`src/rtl/count_reader_tx.sv`:
```
// -----------------------------------------------------------------------------
// count_reader_tx
//
// This is the reader side of the event counter. On a request it takes a
// snapshot of the live count. It then sends the snapshot out one beat at a time
// over a valid/ready byte stream. It can also clear the counter, through the
// counter's compare-reset input, on the same edge that the snapshot is taken.
//
// Ports
//   clock         system clock; all logic runs on its rising edge
//   i_reset       synchronous, active-high reset
//   i_count       live counter value (COUNT_WIDTH bits)
//   i_read_req    snapshot request; looked at only while idle
//   i_ready       downstream can accept the current beat
//   o_data        current beat of the snapshot (BYTE_WIDTH bits)
//   o_valid       o_data holds a beat
//   o_comp_reset  clear strobe to the counter (combinational)
//   o_busy        a transfer is in progress (SEND or DONE)
//   o_done        one-cycle pulse after the last beat is accepted
//
// Handshake: a beat is transferred on any rising edge where o_valid and i_ready
// are both high. Once o_valid is raised, it stays high and o_data stays stable
// until that transfer happens. The downstream side may hold i_ready high or low
// freely; it never has to wait for o_valid before raising it.
//
// COUNT_WIDTH must be a non-zero multiple of BYTE_WIDTH.
// -----------------------------------------------------------------------------
module count_reader_tx #(
    parameter int COUNT_WIDTH   = 32,
    parameter int BYTE_WIDTH    = 8,
    parameter bit MSB_FIRST     = 1'b1,
    parameter bit CLEAR_ON_READ = 1'b1
) (
    input  logic                   clock,
    input  logic                   i_reset,
    input  logic [COUNT_WIDTH-1:0] i_count,
    input  logic                   i_read_req,
    input  logic                   i_ready,
    output logic [BYTE_WIDTH-1:0]  o_data,
    output logic                   o_valid,
    output logic                   o_comp_reset,
    output logic                   o_busy,
    output logic                   o_done
);

    localparam int NUM_BYTES = COUNT_WIDTH / BYTE_WIDTH;
    localparam int IDX_W     = (NUM_BYTES > 1) ? $clog2(NUM_BYTES) : 1;
    localparam logic [IDX_W-1:0] LAST_IDX = IDX_W'(NUM_BYTES - 1);

    localparam logic [1:0] ST_IDLE = 2'd0;
    localparam logic [1:0] ST_SEND = 2'd1;
    localparam logic [1:0] ST_DONE = 2'd2;

    logic [1:0]             state_q, state_d;
    logic [COUNT_WIDTH-1:0] snap_q,  snap_d;
    logic [IDX_W-1:0]       idx_q,   idx_d;

    logic [IDX_W-1:0]       sel_idx;
    logic [BYTE_WIDTH-1:0]  sel_byte;

    // Next-state logic. A reset that coincides with a request is handled by
    // the reset branch of the register block, so there is no capture.
    always_comb begin
        state_d = state_q;
        snap_d  = snap_q;
        idx_d   = idx_q;
        case (state_q)
            ST_IDLE: begin
                if (i_read_req) begin
                    snap_d  = i_count;
                    idx_d   = '0;
                    state_d = ST_SEND;
                end
            end
            ST_SEND: begin
                if (i_ready) begin
                    if (idx_q == LAST_IDX) begin
                        state_d = ST_DONE;
                    end else begin
                        idx_d = idx_q + 1'b1;
                    end
                end
            end
            ST_DONE: begin
                state_d = ST_IDLE;
            end
            default: begin
                state_d = ST_IDLE;
            end
        endcase
    end

    always_ff @(posedge clock) begin
        if (i_reset) begin
            state_q <= ST_IDLE;
            snap_q  <= '0;
            idx_q   <= '0;
        end else begin
            state_q <= state_d;
            snap_q  <= snap_d;
            idx_q   <= idx_d;
        end
    end

    // idx_q counts beats already sent. Translate it into the snapshot byte
    // that should go out next, according to the configured byte order.
    always_comb begin
        sel_idx = MSB_FIRST ? (LAST_IDX - idx_q) : idx_q;
    end

    always_comb begin
        sel_byte = '0;
        for (int b = 0; b < NUM_BYTES; b++) begin
            if (sel_idx == IDX_W'(b)) begin
                sel_byte = snap_q[b*BYTE_WIDTH +: BYTE_WIDTH];
            end
        end
    end

    // Outputs are decoded from the state. o_data reads zero outside SEND, so
    // an old snapshot never appears on the bus while o_valid is low.
    always_comb begin
        o_valid = (state_q == ST_SEND);
        o_busy  = (state_q != ST_IDLE);
        o_done  = (state_q == ST_DONE);
        o_data  = (state_q == ST_SEND) ? sel_byte : '0;
        // The clear strobe is combinational. The counter therefore zeroes on
        // the same edge that this block captures the pre-edge count.
        o_comp_reset = CLEAR_ON_READ && (state_q == ST_IDLE) && i_read_req && !i_reset;
    end

endmodule

```
`config.mk`:
```
export PLATFORM = sky130hd
export DESIGN_NAME = count_reader_tx
export DESIGN_NICKNAME = d
export VERILOG_FILES = /design/src/rtl/count_reader_tx.sv
export SDC_FILE = /design/constraint.sdc
export NUM_CORES = 1
export LEC_CHECK = 0
export ABC_AREA = 1
export CAP_MARGIN = 20
export CORE_ASPECT_RATIO = 1.25
export CORE_MARGIN = 2
export CORE_UTILIZATION = 43
export DETAILED_ROUTE_END_ITERATION = 7
export GPL_TIMING_DRIVEN = 0
export PLACE_DENSITY = 0.76
export RECOVER_POWER = 50
export SLEW_MARGIN = 5
export SYNTH_ARGS = -nofsm -noshare
export SYNTH_HDL_FRONTEND = slang
export SYNTH_SLANG_ARGS = --single-unit
export TNS_END_PERCENT = 5
```
`constraint.sdc`:
```
create_clock -name clock -period 1.6 [get_ports clock]
set_input_delay 0.32 -clock clock [delete_from_list [all_inputs] [get_ports clock]]
set_output_delay 0.32 -clock clock [all_outputs]
set_load 0.02 [all_outputs]
```
==> Word level (Yosys, flattened, before mapping) <==
Cells that the tools add are included.
{ "totals": {"reg_bits": 36, "latchBits": 0, "ramBits": 0, "romBits": 0, "output_inout_bits": 12, "mem_count": 0} }
{ "op_classes": {"add_sub_neg": 2, "mul": 0, "div": 0, "order_cmp": 0, "eq_ne": 10, "shifts": 0, "mux": 13, "n_bitwise": 0, "reduce_logical": 10} }
{ "op_table": {"columns": ["operator", "count"], "rows": [
  ["$mux W8", 5],
  ["$mux W2", 6],
  ["$eq A2 B2 Y1 const B", 4],
  ["$pmux W2 S2", 2],
  ["$ne A2 B2 Y1 const B", 3],
  ["$eq A2 B1 Y1 const B", 2],
  ["$logic_not A2 Y1", 2],
  ["$reduce_and A4 Y1", 1],
  ["$reduce_bool A2 Y1", 2],
  ["$reduce_and A3 Y1", 1],
  ["$add A2 B1 Y2 const B", 1],
  ["$logic_and A1 B1 Y1", 2],
  ["$ne A2 B1 Y1 const B", 1],
  ["$reduce_and A2 Y1", 1],
  ["$sub A2 B2 Y2 const A", 1],
  ["$logic_not A1 Y1", 1]
]} }

==> Depth between registers and ports, before layout <==
Gate-level depths: netlist of run 1.
{ "depth": {"depth_word": 7, "mapped_depth": 7, "mapped_depth_nobuf": 7} }

==> Least setup slack after synthesis of run 1 <==
No wires, ideal clock.
{ "synth_path": {"kind": "register -> output", "startpoint": "reg idx_q[0]", "endpoint": "out o_data[3]", "t_arrival_ns": 1.454, "setup_slack_ns": -0.174, "path_stages_with_launch": 7, "n_path_buf": 1, "path_cell_list": "dfxtp_1 > inv_1 > ha_1 > inv_1 > clkbuf_1 > o21ai_0 > a21oi_1"} }
{ "synth_between": {"elab_chain_len": 7, "word_cells_on_any_way": 10, "cone_classes": "1 x add/sub; 3 x eq/ne; 5 x mux; 1 x reduce/logical"} }
{ "synth_rtl": {"columns": ["element", "line", "source"], "rows": [
  ["start: declaration", "56", "logic [IDX_W-1:0] idx_q, idx_d;"],
  ["start signal: assignment", "101", "idx_q <= idx_d;"],
  ["$sub A2 B2 Y2 *", "108", "sel_idx = MSB_FIRST ? (LAST_IDX - idx_q) : idx_q;"],
  ["$logic_not A2 Y1", "114", "if (sel_idx == IDX_W'(b)) begin"],
  ["$mux W8 (3 in series)", "114", null],
  ["$mux W8 *", "114", null],
  ["$mux W8 *", "126", "o_data = (state_q == ST_SEND) ? sel_byte : '0;"],
  ["end: declaration", "39", "output logic [BYTE_WIDTH-1:0] o_data,"]
]} }
Mark *: on every way between the ends. The rest lies on a longest branch, timed or not.

==> Worst setup path in the final report of run 1 <==
{ "layout_path": {"startpoint": "reg idx_q[0]", "endpoint": "out o_data[4]"} }
Same word-level chain as after synthesis.

==> flow_summary_export.csv, run 1 <==
group,metric,value,unit
sta,fmax,0.529,GHz
die,ios,48,
detailed_routing,top_layer,"met4",
layout,finalNonFillerCells,347,
worst_setup_path,worstSetupPathType,"reg2out",
layout,finalCoreUtilization,0.656,
placed_design,port_buffers,47,
synth,yosys.area.top_type_share,0.420,
sta,rsz0062_at_grt,"yes",
clock_tree,clkSinkCount,36,
global_routing,grtUsageTotal,0.217,
global_routing,antenna_found_initial,0,
synth,synth_warnings,0,
detailed_routing,vias,1699,
synth,syn_nets,275,
clock_tree,worstSkewPairLatency,0.29,ns
placed_design,place_area,2300,um2
synth,postSynthCellCount,234,
placed_design,dpl.cell_count,335,
placed_design,hpwl,3100,um
die,die_height,74.7,um
clock_tree,htree_levels,2,
layout,antenna_cells,0,
sta,setup_violations,9,
detailed_routing,drt_pass1_iterations,4,
worst_setup_path,crit_fanout,9,
synth,synth_area_leader_cell,"dfxtp_1",
sta,period_minus_slack,1.89,ns
detailed_routing,ant_nets,0,
worst_setup_path,critical_path_arrival,1.57,ns
clock_tree,cts_root_buffer,"clkbuf_8",
sta,finClkSkew,0.00390,ns
synth,synth_area_leaders,"dfxtp_1 42%, nor2_1 13%, o21ai_0 10%",
global_routing,grt-ovfl-total,0,
clock_tree,cts_made_buffers,5,
sta,holdWs,0.508,ns
synth,syn_area_per_cell,7.34,um2
layout,fin_nets,333,
synth,yosys.cell_types.count,20,
synth,syn-cell-area,1720,um2
layout,fillCellCount,348,
sta,fin_tns_setup,-2.31,ns
power,power,2.32,mW
clock_tree,cts_tree,"yes",
synth,synth-seq-cells,36,
global_routing,grt_max_degree,12,
flow_run,max-cap-violations,0,
detailed_routing,wl_met3,154,um
synth,ys.flop_type,"dfxtp_1",
global_routing,grt_pass1_vias,1639,
layout,drive_gt1_frac,0.246,
status,violations,"setup timing",
hold_path,min_path_type,"reg2reg",
worst_setup_path,setup.worst_path.start_class,"flip-flop",
detailed_routing,drt_wl_total,4410,um
worst_setup_path,crit_required,1.28,ns
sta,relSlewSlack,0.777,
die,initial_core_util,0.450,
clock_tree,clk_pin_slew_worst_paths,0.07,ns
die,rows,25,
sta,drv_slew,0,
detailed_routing,drc_errors,0,
sta,layout_setup_ws,-0.289,ns
hold_path,hp-start,"snap_q[24]$_SDFFE_PP0P_",
sta,hold_viol_final,0,
status,status,"finished, violations left",
detailed_routing,dr_wl_met2,2180,um
power,leakage,1.05,nW
worst_setup_path,startpoint,"idx_q[0]$_SDFFE_PP0P_",
synth,seq_area_frac_synth,0.420,
sta,finalCritPeriodShare,1.18,
die,core_area,3820,um2
placed_design,place_congestion,0.859,
layout,syn2layout_area_growth,45.7,%
sta,worst-slew-pin-transition,0.334,ns
clock_tree,clockBufferDepth,2,
power,power_density,926,nW/um2
die,dieArea,4520,um2
worst_setup_path,r2r_start,"state_q[0]$_SDFFE_PP0P_",
detailed_routing,routedWlPerCell,12.7,um
detailed_routing,viasPerCell,4.90,
global_routing,grt_pass1_wl,7220,um
power,ir_worst_vdd,588,uV
die,die_width,60.5,um
layout,finalInstanceArea,2500,um2
synth,synth_edf_count,0,
worst_setup_path,end_kind,"primary output",
synth,ys_async_sr_fraction,0,
detailed_routing,drt-met1-wl,1980,um
detailed_routing,dr.first_iter.drc_count,45,
placed_design,pre_cts_ws,-0.720,ns
## timing repair
action,CTS,global route
pin swaps,4,3
gates resized for setup,79,13
setup endpoints to repair,12,10
endpoints found under the hold margin,0,0
buffers inserted,2,1
hold buffers,0,0
gates cloned,2,0
## layer usage
layer / global-route usage / vias up
met5: 0 / -
li1: - / 883
met1: 0.265 / 771
met3: 0.0464 / 9
met2: 0.372 / 36
met4: 0.0821 / 0
## critical path, cell delays in order, from the launching register on
cell and delay (ns):
dfxtp_4 0.37, buf_4 0.15, ha_4 0.20, inv_6 0.10
o211ai_1 0.12, a21oi_2 0.19, buf_6 0.14
## cell usage after synthesis (all sizes together) (2+ instances only)
cell type,count
nand2,15
o211ai,2
dfxtp,36
nor2,72
inv,13
buf,7
clkbuf,5
o21ai,47
nand3,9
nand4,2
a21oi,19
ha,5
## kinds of logic after synthesis
logic type	after synthesis	synth area share
compound gates	69	0.205
fa+ha+maj	5	0.0364
buf+inv	26	0.0867
flops	36	0.420
simple gates	98	0.252
## where the power goes
group / switching, mW / total [mW] / internal, mW
sequential: 0.0629 / 1.05 / 0.991
clock: 0.323 / 0.666 / 0.343
combinational: 0.318 / 0.598 / 0.280
total: 0.704 / 2.32 / 1.61
## placed cells by master (no fill, tap or decap), drive strengths merged
master,count
o21a,1
o21ai,47
o211ai,2
clkdlybuf4s50,35
clkbuf,13
nand4,2
clkinv,4
dfxtp,36
nand3,9
ha,5
buf,18
dlygate4sd2,2
inv,13
nand2,15
nor2,72
a21oi,19
## final timing paths
path                             endpoint  slack [ns]  cells after the start
hold reg to reg   snap_q[24]$_SDFFE_PP0P_        0.51                      2
hold / removal    snap_q[24]$_SDFFE_PP0P_        0.51                      2
setup reg to reg   snap_q[5]$_SDFFE_PP0P_        0.07                      7
setup / recovery                o_data[4]       -0.29                      6
## flip-flops by register name (all words and copies together) (netlist names)
register,count
snap_q,32
idx_q,2
state_q,2
## cell type report
type	instances	area, um2	area share
Sequential cell	36	732	0.292
Multi-Input combinational cell	172	940	0.375
Timing Repair inverter	1	8.76	0.00350
Tap cell	54	67.6	0.0270
Timing Repair Buffer	51	480	0.192
Clock inverter	2	10.0	0.00400
Clock buffer	6	82.6	0.0330
Buffer	11	108	0.0430
Inverter	14	75.1	0.0300
Power figures use the tool's default switching activity.
==> run 2: changes to the inputs <==
CORE_ASPECT_RATIO = default   (was 1.25)
==> flow_summary_export.csv, run 2 (synthesis results as in run 1) <==
group,metric,value,unit
status,status,"finished, violations left",
status,violations,"setup timing",
sta,finClkSkew,0.00478,ns
worst_setup_path,worstSetupPathType,"reg2out",
layout,fin_nets,331,
layout,antenna_cells,0,
power,power,2.47,mW
clock_tree,cts_hold_buf,0,
hold_path,holdPathStages,2,
placed_design,dpl.cell_count,329,
detailed_routing,viasPerCell,5.13,
die,rows,22,
clock_tree,worstSkewPairLatency,0.30,ns
detailed_routing,routedWlPerCell,13.8,um
worst_setup_path,cp_common_cell,"a21oi_2",
worst_setup_path,crit_fanout,7,
placed_design,pre_cts_ws,-0.693,ns
layout,largest_reg_flops,32,
clock_tree,cts_made_buffers,5,
die,core_area,3740,um2
sta,relSlewSlack,0.741,
clock_tree,cts_tree,"yes",
clock_tree,cts_root_buffer,"clkbuf_8",
worst_setup_path,path_cells,"inv_6, ha_4, buf_4, a21oi_2, nand2_1, o21ai_1, a21oi_2, buf_6",
sta,setup_violations,9,
layout,reg_top3,"snap_q: 32 flops, idx_q: 2 flops, state_q: 2 flops",
detailed_routing,drt_pass1_iterations,4,
layout,syn2layout_area_growth,46.3,%
flow_run,max-cap-violations,0,
worst_setup_path,end_kind,"primary output",
detailed_routing,dr.first_iter.drc_count,68,
layout,fillCellCount,340,
clock_tree,clkSinkCount,36,
worst_setup_path,cp_slowest_cell,"dfxtp_4",
sta,hold_viol_final,0,
clock_tree,clk_pin_slew_worst_paths,0.07,ns
detailed_routing,drt_wl_total,4670,um
hold_path,min_path_type,"reg2reg",
layout,drive_gt1_frac,0.251,
layout,finalCoreUtilization,0.671,
detailed_routing,vias,1739,
layout,final_common_cell,"nor2_1",
sta,worst-slew-pin-transition,0.389,ns
placed_design,port_buffers,47,
worst_setup_path,critPathMaxStageDelay,0.40,ns
global_routing,grt_pass1_vias,1723,
clock_tree,clockBufferDepth,2,
sta,fmax,0.527,GHz
detailed_routing,drc_errors,0,
power,leakage,1.05,nW
layout,layout_common_cells,"58 x nor2_1, 34 x clkdlybuf4s50_1, 33 x dfxtp_1",
sta,drv_slew,0,
sta,finalCritPeriodShare,1.19,
power,ir_worst_vdd,537,uV
global_routing,grt_max_degree,13,
worst_setup_path,crit_required,1.28,ns
detailed_routing,ant_nets,0,
placed_design,place_congestion,0.854,
global_routing,grt_pass1_wl,7650,um
die,die_height,67.2,um
die,dieArea,4520,um2
die,die_width,67.2,um
global_routing,grtUsageTotal,0.232,
die,ios,48,
layout,largest_register,"snap_q",
sta,period_minus_slack,1.90,ns
placed_design,hpwl,3300,um
global_routing,antenna_found_initial,0,
sta,layout_setup_ws,-0.299,ns
clock_tree,htree_levels,2,
sta,rsz0062_at_grt,"yes",
die,initial_core_util,0.459,
power,power_density,982,nW/um2
worst_setup_path,worstRegToRegCells,7,
worst_setup_path,critical_path_arrival,1.58,ns
worst_setup_path,setup.worst_path.start_class,"flip-flop",
layout,finalNonFillerCells,339,
global_routing,grt-ovfl-total,0,
run 2: cell count changes in the layout (fill, tap and decap cells not counted), moves of 2 or more:
cell / before / now
o21ai_0: 27 / 25
clkbuf_8: 7 / 5
inv_4: 1 / 3
clkinv_4: 2 / 0
buf_6: 7 / 10
run 2: report_power, final:
| group | internal, mW | leakage [nW] | switching, mW |
|---|---|---|---|
| Combinational | 0.284 | 0.697 | 0.327 |
| Sequential | 0.991 | 0.300 | 0.0687 |
| Clock | 0.461 | 0.0541 | 0.337 |
| Total | 1.74 | 1.05 | 0.733 |
run 2: cell type report:
type                            instances  area (um2)  share of cell area
Buffer                                 11         115              0.0458
Clock buffer                            5        68.8              0.0274
Clock inverter                          3        42.5              0.0169
Inverter                               14        77.6              0.0309
Multi-Input combinational cell        172         948               0.377
Sequential cell                        36         732               0.291
Tap cell                               48        60.1              0.0239
Timing Repair Buffer                   50         469               0.187
run 2: worst paths after layout:
| kind | startpoint | endpoint | slack [ns] |
|---|---|---|---|
| worst max-delay path | idx_q[0]$_SDFFE_PP0P_ | o_data[7] | -0.30 |
| worst min-delay path | snap_q[3]$_SDFFE_PP0P_ | snap_q[3]$_SDFFE_PP0P_ | 0.50 |
| worst min register to register | snap_q[3]$_SDFFE_PP0P_ | snap_q[3]$_SDFFE_PP0P_ | 0.50 |
| worst max register to register | state_q[0]$_SDFFE_PP0P_ | snap_q[20]$_SDFFE_PP0P_ | 0.05 |
run 2: per-layer routing:
metal,global-route usage,routed length (um)
met1,0.279,2080
met2,0.402,2310
met3,0.0483,228
met4,0.0918,61
met5,0,0
run 2: per-stage QoR:
| step | hold WS, ns | TNS, ns | cell area, um2 |
|---|---|---|---|
| after global routing | 0.521 | -3.97 | 2510 |
| after detailed placement | 0.484 | -7.31 | 2290 |
| after floorplan | 0.389 | 0 | 1760 |
| after global placement | 0.476 | -7.06 | 2290 |
| final | 0.505 | -2.29 | 2510 |
| after CTS | 0.509 | -2.15 | 2460 |
run 2: critical path: cells and delay by family (launching register included):
kind                     cells  cell delay (ns)
AND/OR/NAND/NOR              1             0.06
AO/OA/AOI/OAI                3             0.29
buffers and inverters        3             0.33
flip-flops                   1             0.40
adder cells (fa/ha/maj)      1             0.20
run 2: timing repair:
| item | 4_1_cts | 5_1_grt |
|---|---|---|
| gates resized for setup | 84 | 17 |
| setup endpoints to repair | 12 | 11 |
| buffers inserted | 1 | 2 |
| cloned | 0 | 0 |
| pin swaps | 9 | 8 |
==> run 3: changes to the inputs <==
CTS_CLUSTER_SIZE = 12   (was default)
==> results of run 3 <==
Final layout, timing and power as in run 2 (identical DEF).
